`src/rtl/store_cycle_monitor.sv`:
```
// rtl/store_cycle_monitor.sv - per-segment store cycle monitor with registered readout
//
// Purpose: watches the processor data-memory write port and splits execution
// into segments, each closed by a qualifying store. For every segment the
// cycle count (including the closing store cycle) and the stored value are
// recorded. After N_SEG segments the monitor freezes in DONE until reset.
//
// Ports:
//   clk, reset               rising-edge clock, asynchronous active-high reset
//   mem_write/addr/wdata     tapped processor MemWrite, ALUResult, WriteData
//   rd_en, rd_idx            readout request and segment index
//   rd_valid/cycles/data     registered readout result, one cycle after rd_en
//   seg_idx                  segment currently being counted
//   total_cycles             cycles spent counting (frozen in DONE)
//   done                     all N_SEG segments recorded
//   overflow                 sticky: a counter tried to step past all-ones
//
// Optional feature macro: STORE_ADDR_FILTER_EN
//   defined   -> only stores with ADDR_LO <= mem_addr <= ADDR_HI close a segment
//   undefined -> every mem_write cycle closes a segment; mem_addr is ignored
module store_cycle_monitor #(
  parameter int          N_SEG   = 20,
  parameter int          CNT_W   = 32,
  parameter int          IDX_W   = 5,
  parameter logic [31:0] ADDR_LO = 32'd80,
  parameter logic [31:0] ADDR_HI = 32'd159
) (
  input  logic             clk,
  input  logic             reset,
  input  logic             mem_write,
  input  logic [31:0]      mem_addr,
  input  logic [31:0]      mem_wdata,
  input  logic             rd_en,
  input  logic [IDX_W-1:0] rd_idx,
  output logic             rd_valid,
  output logic [CNT_W-1:0] rd_cycles,
  output logic [31:0]      rd_data,
  output logic [IDX_W-1:0] seg_idx,
  output logic [CNT_W-1:0] total_cycles,
  output logic             done,
  output logic             overflow
);

  typedef enum logic {S_COUNT, S_DONE} state_t;

  localparam logic [CNT_W-1:0] CNT_MAX  = '1;
  localparam logic [IDX_W-1:0] LAST_IDX = IDX_W'(N_SEG - 1);

  state_t           state, state_next;
  logic [CNT_W-1:0] cur_cnt;
  logic [CNT_W-1:0] cyc_mem [N_SEG];
  logic [31:0]      dat_mem [N_SEG];
  logic             qual;
  logic             close_seg;
  logic             cur_sat;
  logic             total_sat;
  logic [CNT_W-1:0] cur_inc;

`ifdef STORE_ADDR_FILTER_EN
  assign qual = mem_write && (mem_addr >= ADDR_LO) && (mem_addr <= ADDR_HI);
`else
  logic unused_addr;
  assign unused_addr = ^{mem_addr, ADDR_LO, ADDR_HI};
  assign qual        = mem_write;
`endif

  // cur_inc serves both as the next idle count and as the length written
  // for a closing segment, since the store cycle belongs to that segment.
  assign cur_sat   = (cur_cnt == CNT_MAX);
  assign total_sat = (total_cycles == CNT_MAX);
  assign cur_inc   = cur_sat ? CNT_MAX : cur_cnt + CNT_W'(1);
  assign done      = (state == S_DONE);

  always_comb begin
    state_next = state;
    close_seg  = 1'b0;
    case (state)
      S_COUNT: begin
        close_seg = qual;
        if (qual && (seg_idx == LAST_IDX)) state_next = S_DONE;
      end
      S_DONE: state_next = S_DONE;
    endcase
  end

  always_ff @(posedge clk or posedge reset) begin
    if (reset) begin
      state        <= S_COUNT;
      cur_cnt      <= '0;
      total_cycles <= '0;
      seg_idx      <= '0;
      overflow     <= 1'b0;
      for (int i = 0; i < N_SEG; i++) begin
        cyc_mem[i] <= '0;
        dat_mem[i] <= '0;
      end
    end else begin
      state <= state_next;
      if (state == S_COUNT) begin
        total_cycles <= total_sat ? CNT_MAX : total_cycles + CNT_W'(1);
        if (total_sat || cur_sat) overflow <= 1'b1;
        if (close_seg) begin
          cyc_mem[seg_idx] <= cur_inc;
          dat_mem[seg_idx] <= mem_wdata;
          cur_cnt          <= '0;
          // The last segment leaves seg_idx parked at N_SEG-1.
          if (seg_idx != LAST_IDX) seg_idx <= seg_idx + IDX_W'(1);
        end else begin
          cur_cnt <= cur_inc;
        end
      end
    end
  end

  // Readout samples the arrays before this edge's write lands, so a read
  // and write to the same index return the old contents.
  always_ff @(posedge clk or posedge reset) begin
    if (reset) begin
      rd_valid  <= 1'b0;
      rd_cycles <= '0;
      rd_data   <= '0;
    end else begin
      rd_valid <= rd_en;
      if (rd_en) begin
        if (rd_idx <= LAST_IDX) begin
          rd_cycles <= cyc_mem[rd_idx];
          rd_data   <= dat_mem[rd_idx];
        end else begin
          rd_cycles <= '0;
          rd_data   <= '0;
        end
      end
    end
  end

endmodule
```
`config.mk`:
```
export PLATFORM = sky130hd
export DESIGN_NAME = store_cycle_monitor
export DESIGN_NICKNAME = d
export VERILOG_FILES = /design/src/rtl/store_cycle_monitor.sv
export SDC_FILE = /design/constraint.sdc
export NUM_CORES = 2
export LEC_CHECK = 0
export CAP_MARGIN = 10
export CORE_MARGIN = 4
export CORE_UTILIZATION = 55
export DETAILED_ROUTE_END_ITERATION = 10
export PLACE_DENSITY = 0.77
export REMOVE_ABC_BUFFERS = 1
export SLEW_MARGIN = 5
export SYNTH_ARGS = -nofsm -noshare
export SYNTH_HDL_FRONTEND = slang
export SYNTH_SLANG_ARGS = --single-unit
```
`constraint.sdc`:
```
create_clock -name clk -period 144.1 [get_ports clk]
set_clock_uncertainty 0.2 [all_clocks]
set_input_delay 28.82 -clock clk [delete_from_list [all_inputs] [get_ports clk]]
set_output_delay 28.82 -clock clk [all_outputs]
set_load 0.03 [all_outputs]
```
Word-level counts from Yosys, hierarchy flattened
Index checks and enable logic that the tools add are counted.
- reduce and logical (&&, ||, !) cells: 6
- bitwise logic cells: 3
- $add $sub $neg: 3
- equality and inequality tests: 4
- magnitude comparators: 4
- multiplexer cells: 18
- operator list (operator ; count):
    640-bit bitwise mux ; 2
    32-bit binary-select mux with 5-bit select ; 2
    32-bit two-way mux ; 10
    32-bit demux with 5-bit select ; 1
    32-bit by 1-bit adder with 32-bit output (second input constant) ; 2
    32-bit == test (second input constant) ; 2
    6-bit >= comparator (second input constant) ; 2
    5-bit NOT with 6-bit output ; 2
    6-bit by 1-bit < comparator with 1-bit output (second input constant) ; 1
    5-bit by 1-bit adder with 5-bit output (second input constant) ; 1
    5-bit == test (second input constant) ; 1
    5-bit <= comparator (second input constant) ; 1
    5-bit inequality test (second input constant) ; 1
    2-bit AND reduction ; 2
    3-bit AND reduction ; 1
    1-bit logical AND ; 2
    1-bit two-way mux ; 2
    1-bit one-hot mux with 2 select lines ; 1
    1-bit logical OR ; 1
    1-bit NOT ; 1
- output and inout port bits: 104
- bits of input ports: 73
- flip-flop bits (word level): 1416

Logic depth before layout (Yosys ltp)
- depth in word-level cells: 6
- depth in mapped cells: 10
- mapped depth without buffers: 6

Worst setup path after synthesis
No wires, ideal clock.
- kind: input -> register
- start: in rd_idx[0]
- end: reg rd_cycles[0]
- arrival: 30.601 ns
- library setup time: 0.140 ns
- stages: 7
- path slack: 113.160 ns
- cell sequence: buf_2 > buf_6 > buf_2 > mux4_2 > mux2_2 > a2111oi_0 > o22ai_1
- word-level cells in the longest chain between the ends: 5
- RTL lines (what ; line ; text):
    from (decl) ; 34 ; input logic [IDX_W-1:0] rd_idx,
    5-bit NOT with 6-bit output (implied by the code) ; 126 ; rd_cycles <= cyc_mem[rd_idx];
    32-bit binary-select mux with 5-bit select ; 126 ;
    32-bit two-way mux (implied by the code) (2 in a row) ; 126 ;
    32-bit two-way mux * ; 125 ; if (rd_idx <= LAST_IDX) begin
    to (signal assigned) ; 126 ;
    to (decl) ; 36 ; output logic [CNT_W-1:0] rd_cycles,
Every way passes the cells marked *; elsewhere a longest branch is shown, timed or not. The select of a mux whose other input is x is not followed.
A chain may end at the register's enable or synchronous reset.

Worst setup path in the final report
- start: in rd_idx[1]
- end: reg rd_data[14]
- word-level cells in the longest chain between the ends: 5
- RTL lines (what ; line ; text):
    5-bit NOT with 6-bit output (implied by the code) ; 127 ; rd_data <= dat_mem[rd_idx];
    32-bit binary-select mux with 5-bit select ; 127 ;
    32-bit two-way mux (implied by the code) (2 in a row) ; 127 ;
    32-bit two-way mux * ; 125 ;
    to (signal assigned) ; 127 ;
    to (decl) ; 37 ; output logic [31:0] rd_data,
Marked as above.

==> impl_metrics.yaml <==
logic_synthesis:
  yosys-top-cells-count: "nand2_1 (1716), dfrtp_1 (1416), o21ai_0 (757)"
  syn_inst: 5892
  synth_edf_count: 0
  yosysUniqueCellTypes: 58
  synth.most_common_cell: "nand2_1"
  yosys_warnings: 0
  synth_area_leader_cell: "dfrtp_1"
  synthFlopType: "dfrtp_1"
  syn_area_um2: 63200
  ys_async_sr_fraction_pct: 100
  yosys-top-cells-area: "dfrtp_1 (56%), nand2_1 (10%), mux2_2 (8.4%), mux4_2 (6.8%), o21ai_0 (6.0%)"
  synth_top_area_share_pct: 56.1
  seq_area_frac_synth_pct: 56.1
  ys_seq_elements: 1416
  syn_avg_cell_area_um2: 10.7
drt:
  drt.antenna.violating_nets: 0
  drt-pass1-iter-count: 6
  drc_errors: 0
  via_per_inst: 6.18
  drt_iter0_markers: 4407
  wl_per_cell_um: 23.3
  detailroute.via_count: 45535
  totalWireLength_um: 172000
clock_tree:
  cts.repair.resized: 0
  cts_sinks: 1416
  cts_root_buffer: "clkbuf_16"
  postCtsSetupBuffers: 0
  insertion_delay_ns: 0.75
  path_clk_slew_ns: 0.06
  cts.htree.levels: 4
  cts_tree: "done"
  cts_buffers: 142
  postCtsHoldBufs: 0
  cts_max_path_buffers: 3
die:
  rows: 124
  die_x_um: 347
  dieArea_um2: 120000
  initial_core_util_pct: 55.3
  die_h_um: 347
  coreArea_um2: 114000
  io-pin-count: 177
pwr:
  comb_power_share_pct: 20.9
  p_leak_uw: 0.0325
  p_switching_uw: 349
  p_int_uw: 841
  powerDensity_nw_per_um2: 16.9
  swShare_pct: 29.3
  p_seq_share_pct: 47.2
  p_clk_share_pct: 31.9
  ir_drop_mv: 0.0137
layout:
  drive_gt1_share_pct: 17.7
  fin_nets: 5828
  fillers: 8756
  fin_cells: 7373
  area_delta_synth_final_pct: 11.2
grt:
  grt_first_pass_wirelength_um: 270000
  grt_busiest_layer: "met2"
  met3_usage_pct: 5.41
  grtUsageMet2_pct: 45.9
  gr-usage-met1_pct: 38.8
  grt_pass1_vias: 46474
  grt-ovfl-total: 0
  antenna_found_initial: 3
  grt_max_degree: 198
  grt_usage_pct: 28.6
sta:
  worst_slew_pin_slew_ns: 1.22
  post-route-period-util_pct: 23.0
  maxSlewViolCount: 0
  rsz0062_at_grt: "false"
  finalSetupViolCount: 0
  hold_violations: 0
  setup_tns_ns: 0
  period_minus_slack_ns: 33.21
  fmax_mhz: 30.1
  hold_slack_ns: 0.271
  relSlewSlack_pct: 18.5
place:
  portBuffers: 144
  dp_hpwl_um: 93600
  placed_cells: 7113
  place.gp.congestion: 0.932
critical_path:
  reg2reg_to: "dat_mem[616]$_DFFE_PP0P_"
  ff2ff_path_depth: 6
  r2r-start: "done$_DFF_PP0_"
  r2r_slack_ns: 140.22
  critPathArrivalTime_ns: 33.58
  critPathLaunchType: "input pin"
  crit_required_ns: 144.47
  end_kind: "flip-flop"
  cp_max_fo: 87
  crit_type: "in -> reg"
hold_path:
  hp-class: "reg -> reg"
  whs_endpoint: "dat_mem[312]$_DFFE_PP0P_"
  min_path_cells: 2
  min_from: "dat_mem[312]$_DFFE_PP0P_"
job:
  max_cap_violations: 0
status:
  status: "finished clean"
==> sequential cells by signal, indices dropped and copies added, names as in the netlist, 5 cells and up <==
signal and count:
cur_cnt 32, cyc_mem 640, dat_mem 640, rd_cycles 32, rd_data 32, seg_idx 5
total_cycles 32
==> metal layers <==
| layer | vias to the layer above | wire (um) | part of all wire [%] |
|---|---|---|---|
| li1 | 19906 | - | - |
| met1 | 23135 | 68400 | 40 |
| met2 | 1991 | 81200 | 47 |
| met3 | 499 | 14400 | 8.4 |
| met4 | 4 | 7460 | 4.3 |
| met5 | - | 27 | 0.016 |
==> per-stage QoR <==
stage | utilization [%] | area, um^2 | total power [uW] | setup slack (ns)
floorplan | - | 61100 | 725 | 75.15
global placement | 57.3 | 65500 | 792 | 110.17
detailed placement | 57.3 | 65500 | 810 | 110.18
CTS | 61.5 | 70300 | 1190 | 110.98
global route | 61.5 | 70300 | 1250 | 110.81
finish | 61.6 | 70300 | 1190 | 110.89
==> placed cells by master (no fill, tap or decap), types with 16 or more instances in the layout <==
cell type	count
mux4_2	192
clkbuf_8	36
buf_4	96
a2111oi_0	65
a21oi_1	20
dfrtp_1	1416
nor3_1	20
nand4_1	22
clkbuf_1	38
nand3_1	28
and3_1	16
o21ai_0	757
mux2_2	470
nand2_1	1699
clkbuf_16	147
xor2_1	25
o22ai_1	131
mux2i_1	196
inv_1	79
a31oi_1	22
nor2_1	61
clkdlybuf4s50_1	138
==> how the worst max path moves through the flow <==
stage | from | end | cells after the start
final | rd_idx[1] | rd_data[14]$_DFFE_PP0P_ | 8
after global routing | rd_idx[1] | rd_data[14]$_DFFE_PP0P_ | 8
after CTS | rd_idx[1] | rd_data[14]$_DFFE_PP0P_ | 8
after detailed placement | rd_idx[1] | rd_data[14]$_DFFE_PP0P_ | 8
after global placement | rd_idx[1] | rd_data[14]$_DFFE_PP0P_ | 8
after floorplan | reset | cur_cnt[0]$_DFFE_PP0N_ | 1
==> worst max-delay path, stage by stage <==
cell and delay (ns):
buf_8 0.60, buf_4 0.68, buf_4 0.78, buf_4 0.76
mux4_2 0.40, mux2_2 0.30, a2111oi_0 0.97, o22ai_1 0.14
==> logic make-up (layout without fill, tap and decap cells) <==
| family | count (synthesis) | after routing | share of synthesized area, % |
|---|---|---|---|
| AOI/OAI and AO/OA | 1028 | 1028 | 8.99 |
| buffers and inverters | 606 | 574 | 3.76 |
| other | 0 | 1 | 0 |
| and+or+nand+nor | 1938 | 1938 | 12.2 |
| xor gates and xnor gates | 38 | 38 | 0.539 |
| adders and majority gates | 6 | 6 | 0.119 |
| muxes | 860 | 860 | 18.4 |
| DFF | 1416 | 1416 | 56.1 |
==> cell type report <==
type,instances,area [um^2],area share [%]
antenna,1,2.50,0.00356
inverter,81,313,0.445
clock buffer,221,4320,6.14
timing repair buffer,238,2170,3.09
clock inverter,34,473,0.673
multi-input combinational,3870,25700,36.5
sequential,1416,35400,50.4
tap,1512,1890,2.69
==> power groups by stage <==
stage	clock network (uW)	logic [uW]	registers (uW)
floorplan	0	164	561
CTS	383	249	560
global route	400	274	572
finish	379	249	561
detailed placement	0	245	565
global placement	0	235	557
No activity file was read; power rests on OpenSTA's default activity.
